$ cat config.mk
export PLATFORM = sky130hd
export DESIGN_NAME = alu_arbiter
export DESIGN_NICKNAME = d
export VERILOG_FILES = /design/src/rtl/alu_arbiter.sv
export SDC_FILE = /design/constraint.sdc
export NUM_CORES = 1
export LEC_CHECK = 0
export ABC_AREA = 1
export BUFFER_PORTS_ARGS = -buffer_cell sky130_fd_sc_hd__buf_4
export CAP_MARGIN = 20
export CORE_MARGIN = 2
export CORE_UTILIZATION = 50
export DETAILED_ROUTE_END_ITERATION = 6
export PLACE_DENSITY_LB_ADDON = 0.05
export SLEW_MARGIN = 40
export SYNTH_ARGS = -nofsm -noshare
export SYNTH_HDL_FRONTEND = slang
export SYNTH_SLANG_ARGS = --single-unit
$ cat constraint.sdc
create_clock -name clock_in -period 3 [get_ports clock_in]
set_clock_uncertainty 0.1 [all_clocks]
set_input_delay 0.6 -clock clock_in [delete_from_list [all_inputs] [get_ports clock_in]]
set_output_delay 0.6 -clock clock_in [all_outputs]
set_load 0.03 [all_outputs]
$ cat src/rtl/alu_arbiter.sv
// alu_arbiter: round-robin front end that shares one registered 8-bit signed
// ALU between NUM_REQ requesters. One operation is in flight at a time:
// accept -> issue -> wait ALU_LATENCY cycles -> tagged response.
// The ALU itself lives outside this block; its active-high reset is driven
// from ~reset_in at the level above.
// Optional build macro ALU_ARB_STATS_EN adds grant_count_out, a set of
// per-requester saturating 16-bit accept counters.
module alu_arbiter #(
    parameter int NUM_REQ     = 4,
    parameter int ALU_LATENCY = 1,
    parameter int ID_W        = $clog2(NUM_REQ)
) (
    input  logic                     clock_in,
    input  logic                     reset_in,
    input  logic [NUM_REQ-1:0]       req_valid_in,
    input  logic [3*NUM_REQ-1:0]     req_opcode_in,
    input  logic [8*NUM_REQ-1:0]     req_a_in,
    input  logic [8*NUM_REQ-1:0]     req_b_in,
    output logic [NUM_REQ-1:0]       req_ready_out,
    output logic                     alu_enable_out,
    output logic [2:0]               alu_opcode_out,
    output logic signed [7:0]        alu_input1_out,
    output logic signed [7:0]        alu_input2_out,
    input  logic signed [7:0]        alu_output_in,
    output logic                     resp_valid_out,
    input  logic                     resp_ready_in,
    output logic [ID_W-1:0]          resp_id_out,
    output logic signed [7:0]        resp_data_out,
`ifdef ALU_ARB_STATS_EN
    output logic [16*NUM_REQ-1:0]    grant_count_out,
`endif
    output logic                     resp_err_out
);

    localparam int DATA_W = 8;

    typedef enum logic [1:0] {IDLE, ISSUE, WAIT, RESP} state_t;

    state_t                    state;
    logic [ID_W-1:0]           rr_ptr;
    logic [2:0]                wait_cnt;

    logic                      win_vld;
    logic [ID_W-1:0]           win_id;
    logic [2:0]                sel_op;
    logic signed [DATA_W-1:0]  sel_a;
    logic signed [DATA_W-1:0]  sel_b;
    logic                      accept;

    // Opcodes 5..7 have no ALU function and are answered with an error.
    function automatic logic op_supported(input logic [2:0] op);
        return (op <= 3'd4);
    endfunction

    // Round-robin search starting at rr_ptr; the lowest offset that is valid wins.
    always_comb begin
        int              sum;
        logic [ID_W-1:0] idx;
        win_vld = 1'b0;
        win_id  = '0;
        sum     = 0;
        idx     = '0;
        for (int k = NUM_REQ - 1; k >= 0; k--) begin
            sum = int'(rr_ptr) + k;
            if (sum >= NUM_REQ) begin
                sum = sum - NUM_REQ;
            end
            idx = ID_W'(sum);
            if (req_valid_in[idx]) begin
                win_vld = 1'b1;
                win_id  = idx;
            end
        end
    end

    // Route the winner's opcode and operands to the latch point.
    always_comb begin
        sel_op = '0;
        sel_a  = '0;
        sel_b  = '0;
        for (int i = 0; i < NUM_REQ; i++) begin
            if (win_id == ID_W'(i)) begin
                sel_op = req_opcode_in[3*i +: 3];
                sel_a  = signed'(req_a_in[DATA_W*i +: DATA_W]);
                sel_b  = signed'(req_b_in[DATA_W*i +: DATA_W]);
            end
        end
    end

    assign accept = (state == IDLE) && win_vld;

    // One-hot ready at the winner, only while idle and out of reset.
    always_comb begin
        req_ready_out = '0;
        if (reset_in && (state == IDLE) && win_vld) begin
            req_ready_out[win_id] = 1'b1;
        end
    end

    // Sequencer: accept, issue, wait out the ALU latency, hold the response.
    always_ff @(posedge clock_in or negedge reset_in) begin
        if (!reset_in) begin
            state          <= IDLE;
            rr_ptr         <= '0;
            wait_cnt       <= '0;
            alu_enable_out <= 1'b0;
            alu_opcode_out <= '0;
            alu_input1_out <= '0;
            alu_input2_out <= '0;
            resp_valid_out <= 1'b0;
            resp_id_out    <= '0;
            resp_data_out  <= '0;
            resp_err_out   <= 1'b0;
        end else begin
            case (state)
                IDLE: begin
                    if (accept) begin
                        alu_opcode_out <= sel_op;
                        alu_input1_out <= sel_a;
                        alu_input2_out <= sel_b;
                        resp_id_out    <= win_id;
                        alu_enable_out <= op_supported(sel_op);
                        state          <= ISSUE;
                    end
                end
                ISSUE: begin
                    alu_enable_out <= 1'b0;
                    if (op_supported(alu_opcode_out)) begin
                        resp_err_out <= 1'b0;
                        wait_cnt     <= 3'(ALU_LATENCY);
                        state        <= WAIT;
                    end else begin
                        resp_err_out   <= 1'b1;
                        resp_data_out  <= '0;
                        resp_valid_out <= 1'b1;
                        state          <= RESP;
                    end
                end
                WAIT: begin
                    if (wait_cnt == 3'd1) begin
                        resp_data_out  <= alu_output_in;
                        resp_valid_out <= 1'b1;
                        wait_cnt       <= '0;
                        state          <= RESP;
                    end else begin
                        wait_cnt <= wait_cnt - 3'd1;
                    end
                end
                RESP: begin
                    if (resp_ready_in) begin
                        resp_valid_out <= 1'b0;
                        rr_ptr         <= (resp_id_out == ID_W'(NUM_REQ - 1)) ?
                                          '0 : resp_id_out + 1'b1;
                        state          <= IDLE;
                    end
                end
                default: state <= IDLE;
            endcase
        end
    end

`ifdef ALU_ARB_STATS_EN
    logic [15:0] grant_cnt [NUM_REQ];

    function automatic logic [15:0] sat_inc16(input logic [15:0] v);
        return (v == 16'hFFFF) ? v : v + 16'd1;
    endfunction

    // Per-requester accept counters, saturating, cleared only by reset.
    always_ff @(posedge clock_in or negedge reset_in) begin
        if (!reset_in) begin
            for (int i = 0; i < NUM_REQ; i++) begin
                grant_cnt[i] <= '0;
            end
        end else begin
            for (int i = 0; i < NUM_REQ; i++) begin
                if (accept && (win_id == ID_W'(i))) begin
                    grant_cnt[i] <= sat_inc16(grant_cnt[i]);
                end
            end
        end
    end

    for (genvar g = 0; g < NUM_REQ; g++) begin : g_cnt_out
        assign grant_count_out[16*g +: 16] = grant_cnt[g];
    end
`endif

endmodule

==> results of run 1 <==
==> timing repair <==
| item | 4_1_cts | 5_1_grt |
|---|---|---|
| endpoints found under the hold margin | 0 | 0 |
| endpoints found under the setup margin | 0 | 4 |
| gates resized for setup | 0 | 1 |
| hold buffers | 0 | 0 |
==> routing by layer <==
metal,up-vias,GRT usage (%),routed length [um]
met5,-,0,0
met4,0,7.992,132
met3,11,8.466,509
met2,81,43.96,3529
met1,1220,30.55,2801
li1,1390,-,-
==> cell families (layout without fill, tap and decap cells) <==
group,count (synthesis),after routing
and+or+nand+nor,202,202
AOI/OAI and AO/OA,57,57
buffers and inverters,43,171
DFF,39,39
adders and majority gates,8,8
xor gates and xnor gates,1,1
==> Yosys cell counts, drive strengths merged <==
library cell,number
o41ai,1
or2,1
nand4,4
nor2,26
inv,32
clkbuf,3
xnor2,1
dfrtp,39
a41oi,6
nor3,3
buf,8
o21ai,28
o22ai,1
nand3,23
ha,8
o31ai,2
nand2,144
a21oi,17
or3b,1
a211oi,1
o211ai,1
==> report_power, final <==
part / total (W) / switching (W) / internal (W)
clock: 0.000447 / 0.000199 / 0.000248
combinational: 0.00287 / 0.00186 / 0.00101
sequential: 0.000936 / 0.000172 / 0.000764
==> flip-flops by register name, summed over array words and instances (netlist names) <==
register	count
alu_opcode_out	3
resp_id_out	2
alu_input2_out	8
resp_data_out	8
alu_enable_out	1
resp_valid_out	1
resp_err_out	1
rr_ptr	2
alu_input1_out	8
wait_cnt	3
state	2
==> worst paths after layout <==
path,from,to,slack [ns],cells past startpoint
max,rr_ptr[0],req_ready_out[1],0.26,11
min,reset_in,alu_input1_out[0],0.30,2
max reg2reg,rr_ptr[0],alu_enable_out,0.70,13
min reg2reg,resp_valid_out,resp_valid_out,0.39,2
max in group asynchronous,reset_in,rr_ptr[0],2.13,2
min in group clock_in,resp_valid_out,resp_valid_out,0.39,2
==> layout make-up <==
class	count	area (um2)	share of cell area (%)
inverter	32	125.1	3.425
timing repair buffer	131	983.4	26.92
clock buffer	5	68.82	1.884
sequential	39	977.2	26.75
tap	70	87.58	2.397
clock inverter	3	43.79	1.199
multi-input combinational	268	1368	37.43
==> stage by stage <==
stage / std cells / hold slack (ns) / total power, W
2_1_floorplan: 350 / 0.2044 / 0.003101
3_3_place_gp: 540 / 0.3678 / 0.003771
3_5_place_dp: 540 / 0.3752 / 0.003819
4_1_cts: 548 / 0.3117 / 0.004274
5_1_grt: 548 / 0.3307 / 0.004670
6_report: 548 / 0.2968 / 0.004248
==> impl_metrics.py, run 1 <==
metrics = {
    "clock_tree": {
        "cts_sinks": 39,
        "tritoncts": "yes",
        "post_cts_buffers": 0,
        "cts.clk_slew.worst_paths_ns": 0.07,
        "clock_latency_ns": 0.29,
        "cts-root-buf": "clkbuf_8",
        "ctsHtreeMaxLevel": 2,
        "cts_made_buffers": 5,
        "clockBufferDepth": 2,
    },
    "sta": {
        "max_freq_mhz": 365.1,
        "period_minus_slack_ns": 2.739,
        "slew_headroom_pct": 65.15,
        "hold_violations": 0,
        "fin_ws_ns": 0.2612,
        "worst_pin_slew_ns": 0.5227,
        "layout_worst_path_cycle_share_pct": 91.29,
        "rsz0062_at_grt": "no",
        "finalSetupViolCount": 0,
        "report.final.slew_viol_count": 0,
        "tns_ns": 0,
    },
    "synthesis": {
        "seq_area_frac_synth_pct": 38.12,
        "syn_area_per_cell_um2": 7.314,
        "ys_seq_elements": 39,
        "synth-simple-area-share_pct": 36.12,
        "synth_top_family_by_area": "simple AND/OR/NAND/NOR gates",
        "synth_cells": 350,
        "ys_warn_count": 0,
        "synth_top_area_cell": "dfrtp_1",
        "synth_compound_area_share_pct": 13.05,
        "yosys.area.top_type_share_pct": 38.12,
        "synthAdderAreaFrac_pct": 3.910,
        "netlist_top_cells_area": "dfrtp_1 38%, nand2_1 19%, inv_1 4.0%, ha_1 3.9%, nand2_2 3.7%",
        "ys_types": 33,
        "synth_xor_area_share_pct": 0.3421,
        "synth_area_um2": 2560,
        "synthMuxAreaShare_pct": 0,
        "syn_nets": 449,
    },
    "floorplanning": {
        "row_count": 26,
        "coreArea_um2": 5010,
        "dieArea_um2": 5709,
        "io_pins": 127,
        "die_h_um": 75.56,
        "start_util_pct": 51.10,
        "fp.dieW_um": 75.56,
    },
    "worst_setup_path": {
        "critical_path_buf_inv_count": 4,
        "worstSetupStartpointType": "register",
        "max_stage_delay_ns": 0.52,
        "cpMaxStageDelayCell": "dfrtp_2",
        "cp_common_cell": "nand2_1",
        "cp.arrival_ns": 2.04,
        "path_delay_family": "simple AND/OR/NAND/NOR gates",
        "worstPathRequired_ns": 2.30,
        "endpoint_kind": "output port",
        "path_class": "reg2out",
        "cp_max_fo": 11,
        "worstPathCellList": "inv_2 > nand2_1 > nand3_1 > nand2_1 > inv_2 > nand2_1 > nand3_2 > nand2_4 > inv_6 > nor3_1 > buf_4",
    },
    "power": {
        "power.density_nw_per_um2": 1163,
        "ir_worst_vdd_uv": 597.2,
        "leakage_nw": 1.940,
    },
    "detailed_routing": {
        "wl_per_cell_um": 12.72,
        "postRouteAntennaNets": 0,
        "vias_per_cell": 4.931,
        "route.detailed.drc": 0,
        "drtPass1Iterations": 4,
        "routed_wl_mm": 6.972,
        "vias": 2702,
        "first_iter_violations": 123,
    },
    "global_route": {
        "antenna_found_initial": 0,
        "grt_max_degree": 40,
        "grt_overflow": 0,
        "grt_usage_pct": 25.65,
        "grt_pass1_vias": 2572,
        "grt_pass1_wl_mm": 11.28,
    },
    "placement": {
        "dp_slack_ns": 0.3855,
        "dpl.hpwl_mm": 5.459,
        "postPlaceCellArea_um2": 3540,
        "portBuffers": 126,
        "gp_congestion": 0.8644,
    },
    "finish": {
        "final_cell_mix": "131 x buf_4, 127 x nand2_1, 38 x dfrtp_1",
        "final_core_util_pct": 72.93,
        "drive_gt1_share_pct": 36.40,
        "final_common_cell": "buf_4",
        "synthToLayoutAreaGrowth_pct": 42.72,
        "fin_area_um2": 3654,
        "layout.nets": 576,
        "antenna_cells": 0,
        "fill_cells": 451,
    },
    "outcome": {
        "status": "finished, final reports clean",
    },
    "min_path": {
        "hold_path.class": "in2async",
    },
    "job": {
        "drv_cap": 0,
    },
}
No activity file was read; power rests on OpenSTA's default activity.
==> run 2: changes to the inputs <==
==> constraint.sdc (replaced) <==
create_clock -name clock_in -period 3.2 [get_ports clock_in]
set_clock_uncertainty 0.1 [all_clocks]
set_input_delay 0.64 -clock clock_in [delete_from_list [all_inputs] [get_ports clock_in]]
set_output_delay 0.64 -clock clock_in [all_outputs]
set_load 0.03 [all_outputs]
==> run 2 against run 1 <==
- clock power up 11%
- sequential share of layout area down 0.14 points
- total power down 4.6%
- hold slack better by 0.023 ns
- via count down 0.59%
- highest routed layer unchanged
==> impl_metrics.py, run 2 (same netlist as run 1, synthesis figures left out) <==
metrics = {
    "clock_tree": {
        "tritoncts": "yes",
        "cts_made_buffers": 5,
        "cts_sinks": 39,
        "ctsHtreeMaxLevel": 2,
        "cts-root-buf": "clkbuf_8",
        "clock_latency_ns": 0.29,
        "ctsHoldBuffers": 0,
        "clockBufferDepth": 2,
        "post_cts_buffers": 0,
        "cts.clk_slew.worst_paths_ns": 0.08,
        "cts_resized": 0,
    },
    "worst_setup_path": {
        "r2r_start": "rr_ptr[0]",
        "cp-startpoint": "rr_ptr[0]",
        "worstPathRequired_ns": 2.46,
        "path_class": "reg2out",
        "cp_max_fo": 11,
        "rr_worst_depth": 11,
        "endpoint": "req_ready_out[3]",
        "worstSetupStartpointType": "register",
        "r2r-end": "alu_input1_out[2]",
        "r2r_setup_slack_ns": 0.67,
        "endpoint_kind": "output port",
        "cp.arrival_ns": 2.25,
    },
    "min_path": {
        "hold_path.class": "in2async",
    },
    "detailed_routing": {
        "drtPass1Iterations": 4,
        "vias": 2686,
        "postRouteAntennaNets": 0,
        "wl_per_cell_um": 12.68,
        "routed_wl_mm": 6.937,
        "vias_per_cell": 4.910,
        "first_iter_violations": 86,
        "route.detailed.drc": 0,
    },
    "power": {
        "ir_worst_vdd_uv": 493.2,
        "leakage_nw": 1.943,
        "switching_power_w": 0.002091,
        "p_clk_share_pct": 12.3,
        "comb_power_share_pct": 65.8,
        "p_seq_share_pct": 21.9,
        "power.density_nw_per_um2": 1104,
        "p_int_w": 0.001961,
        "p_sw_share_pct": 51.61,
    },
    "sta": {
        "report.final.slew_viol_count": 0,
        "max_freq_mhz": 334.7,
        "slew_headroom_pct": 65.79,
        "hold_violations": 0,
        "rsz0062_at_grt": "no",
        "finalSetupViolCount": 0,
        "period_minus_slack_ns": 2.988,
        "worst_pin_slew_ns": 0.5132,
        "tns_ns": 0,
        "layout_worst_path_cycle_share_pct": 93.36,
        "fin_ws_ns": 0.2124,
    },
    "finish": {
        "final_cell_mix": "130 x buf_4, 127 x nand2_1, 39 x dfrtp_1",
        "antenna_cells": 0,
        "drive_gt1_share_pct": 36.06,
        "layout.nets": 575,
        "synthToLayoutAreaGrowth_pct": 43.30,
        "final_common_cell": "buf_4",
        "top_regs": "alu_input1_out: 8 flops, alu_input2_out: 8 flops, resp_data_out: 8 flops",
    },
    "floorplanning": {
        "fp.dieW_um": 75.56,
        "io_pins": 127,
        "die_h_um": 75.56,
        "dieArea_um2": 5709,
        "coreArea_um2": 5010,
        "start_util_pct": 51.10,
        "row_count": 26,
    },
    "placement": {
        "gp_congestion": 0.8718,
        "dp_slack_ns": 0.5628,
        "portBuffers": 126,
        "dpl.hpwl_mm": 5.344,
    },
    "global_route": {
        "grt_pass1_wl_mm": 10.77,
        "grt_max_degree": 40,
        "grt_usage_pct": 24.31,
        "grt_pass1_vias": 2492,
        "antenna_found_initial": 0,
        "grt_overflow": 0,
    },
    "outcome": {
        "status": "finished, final reports clean",
    },
    "job": {
        "drv_cap": 0,
    },
}
[run 2: power by group through the flow]
| stage | sequential (W) | combinational (W) | clock [W] |
|---|---|---|---|
| 2_1_floorplan | 0.00118 | 0.00173 | 0 |
| 3_3_place_gp | 0.000884 | 0.00264 | 0 |
| 3_5_place_dp | 0.000892 | 0.00268 | 0 |
| 4_1_cts | 0.000886 | 0.00269 | 0.000502 |
| 5_1_grt | 0.000916 | 0.00297 | 0.000525 |
| 6_report | 0.000889 | 0.00267 | 0.000497 |
[run 2: through the flow]
step | instances | hold slack (ns) | util, % | power (W) | instance area (um2)
2_1_floorplan | 350 | 0.2444 | - | 0.002907 | 2560
3_3_place_gp | 539 | 0.3670 | 70.50 | 0.003525 | 3532
3_5_place_dp | 539 | 0.3720 | 70.50 | 0.003574 | 3532
4_1_cts | 547 | 0.3351 | 73.23 | 0.004081 | 3669
5_1_grt | 547 | 0.3562 | 73.23 | 0.004407 | 3669
6_report | 547 | 0.3201 | 73.23 | 0.004052 | 3669
[run 2: layout make-up]
| cell class | count | area, um2 |
|---|---|---|
| Tap cell | 70 | 87.58 |
| Clock buffer | 5 | 68.82 |
| Clock inverter | 3 | 67.56 |
| Inverter | 32 | 125.1 |
| Sequential cell | 39 | 975.9 |
| Fill cell | 457 | 1341 |
| Timing Repair Buffer | 130 | 975.9 |
| Multi-Input combinational cell | 268 | 1368 |
[run 2: how the worst min path moves through the flow]
stage	from	end	slack, ns	cells past startpoint
3_3_place_gp	wait_cnt[1]	wait_cnt[1]	0.37	2
3_5_place_dp	resp_err_out	resp_err_out	0.37	2
2_1_floorplan	reset_in	alu_enable_out	0.24	0
4_1_cts	reset_in	resp_valid_out	0.34	2
5_1_grt	reset_in	resp_valid_out	0.36	2
6_report	reset_in	alu_input2_out[6]	0.32	2
[run 2: metal layers]
metal  routed length, um  GRT usage, %
met5                   0             0
met4                  58         4.483
met3                 491         8.598
met2                3568         44.25
met1                2818         27.68
[run 2: worst max-delay path, cell delays in order, from the launching register on]
cell and delay, ns:
dfrtp_1 0.66, inv_2 0.13, nand2_1 0.14, nand3_2 0.10, nand2_1 0.09, inv_2 0.05
nand2_1 0.07, nand3_2 0.12, nand2_4 0.21, nand2_2 0.10, nor2_1 0.11, buf_4 0.17
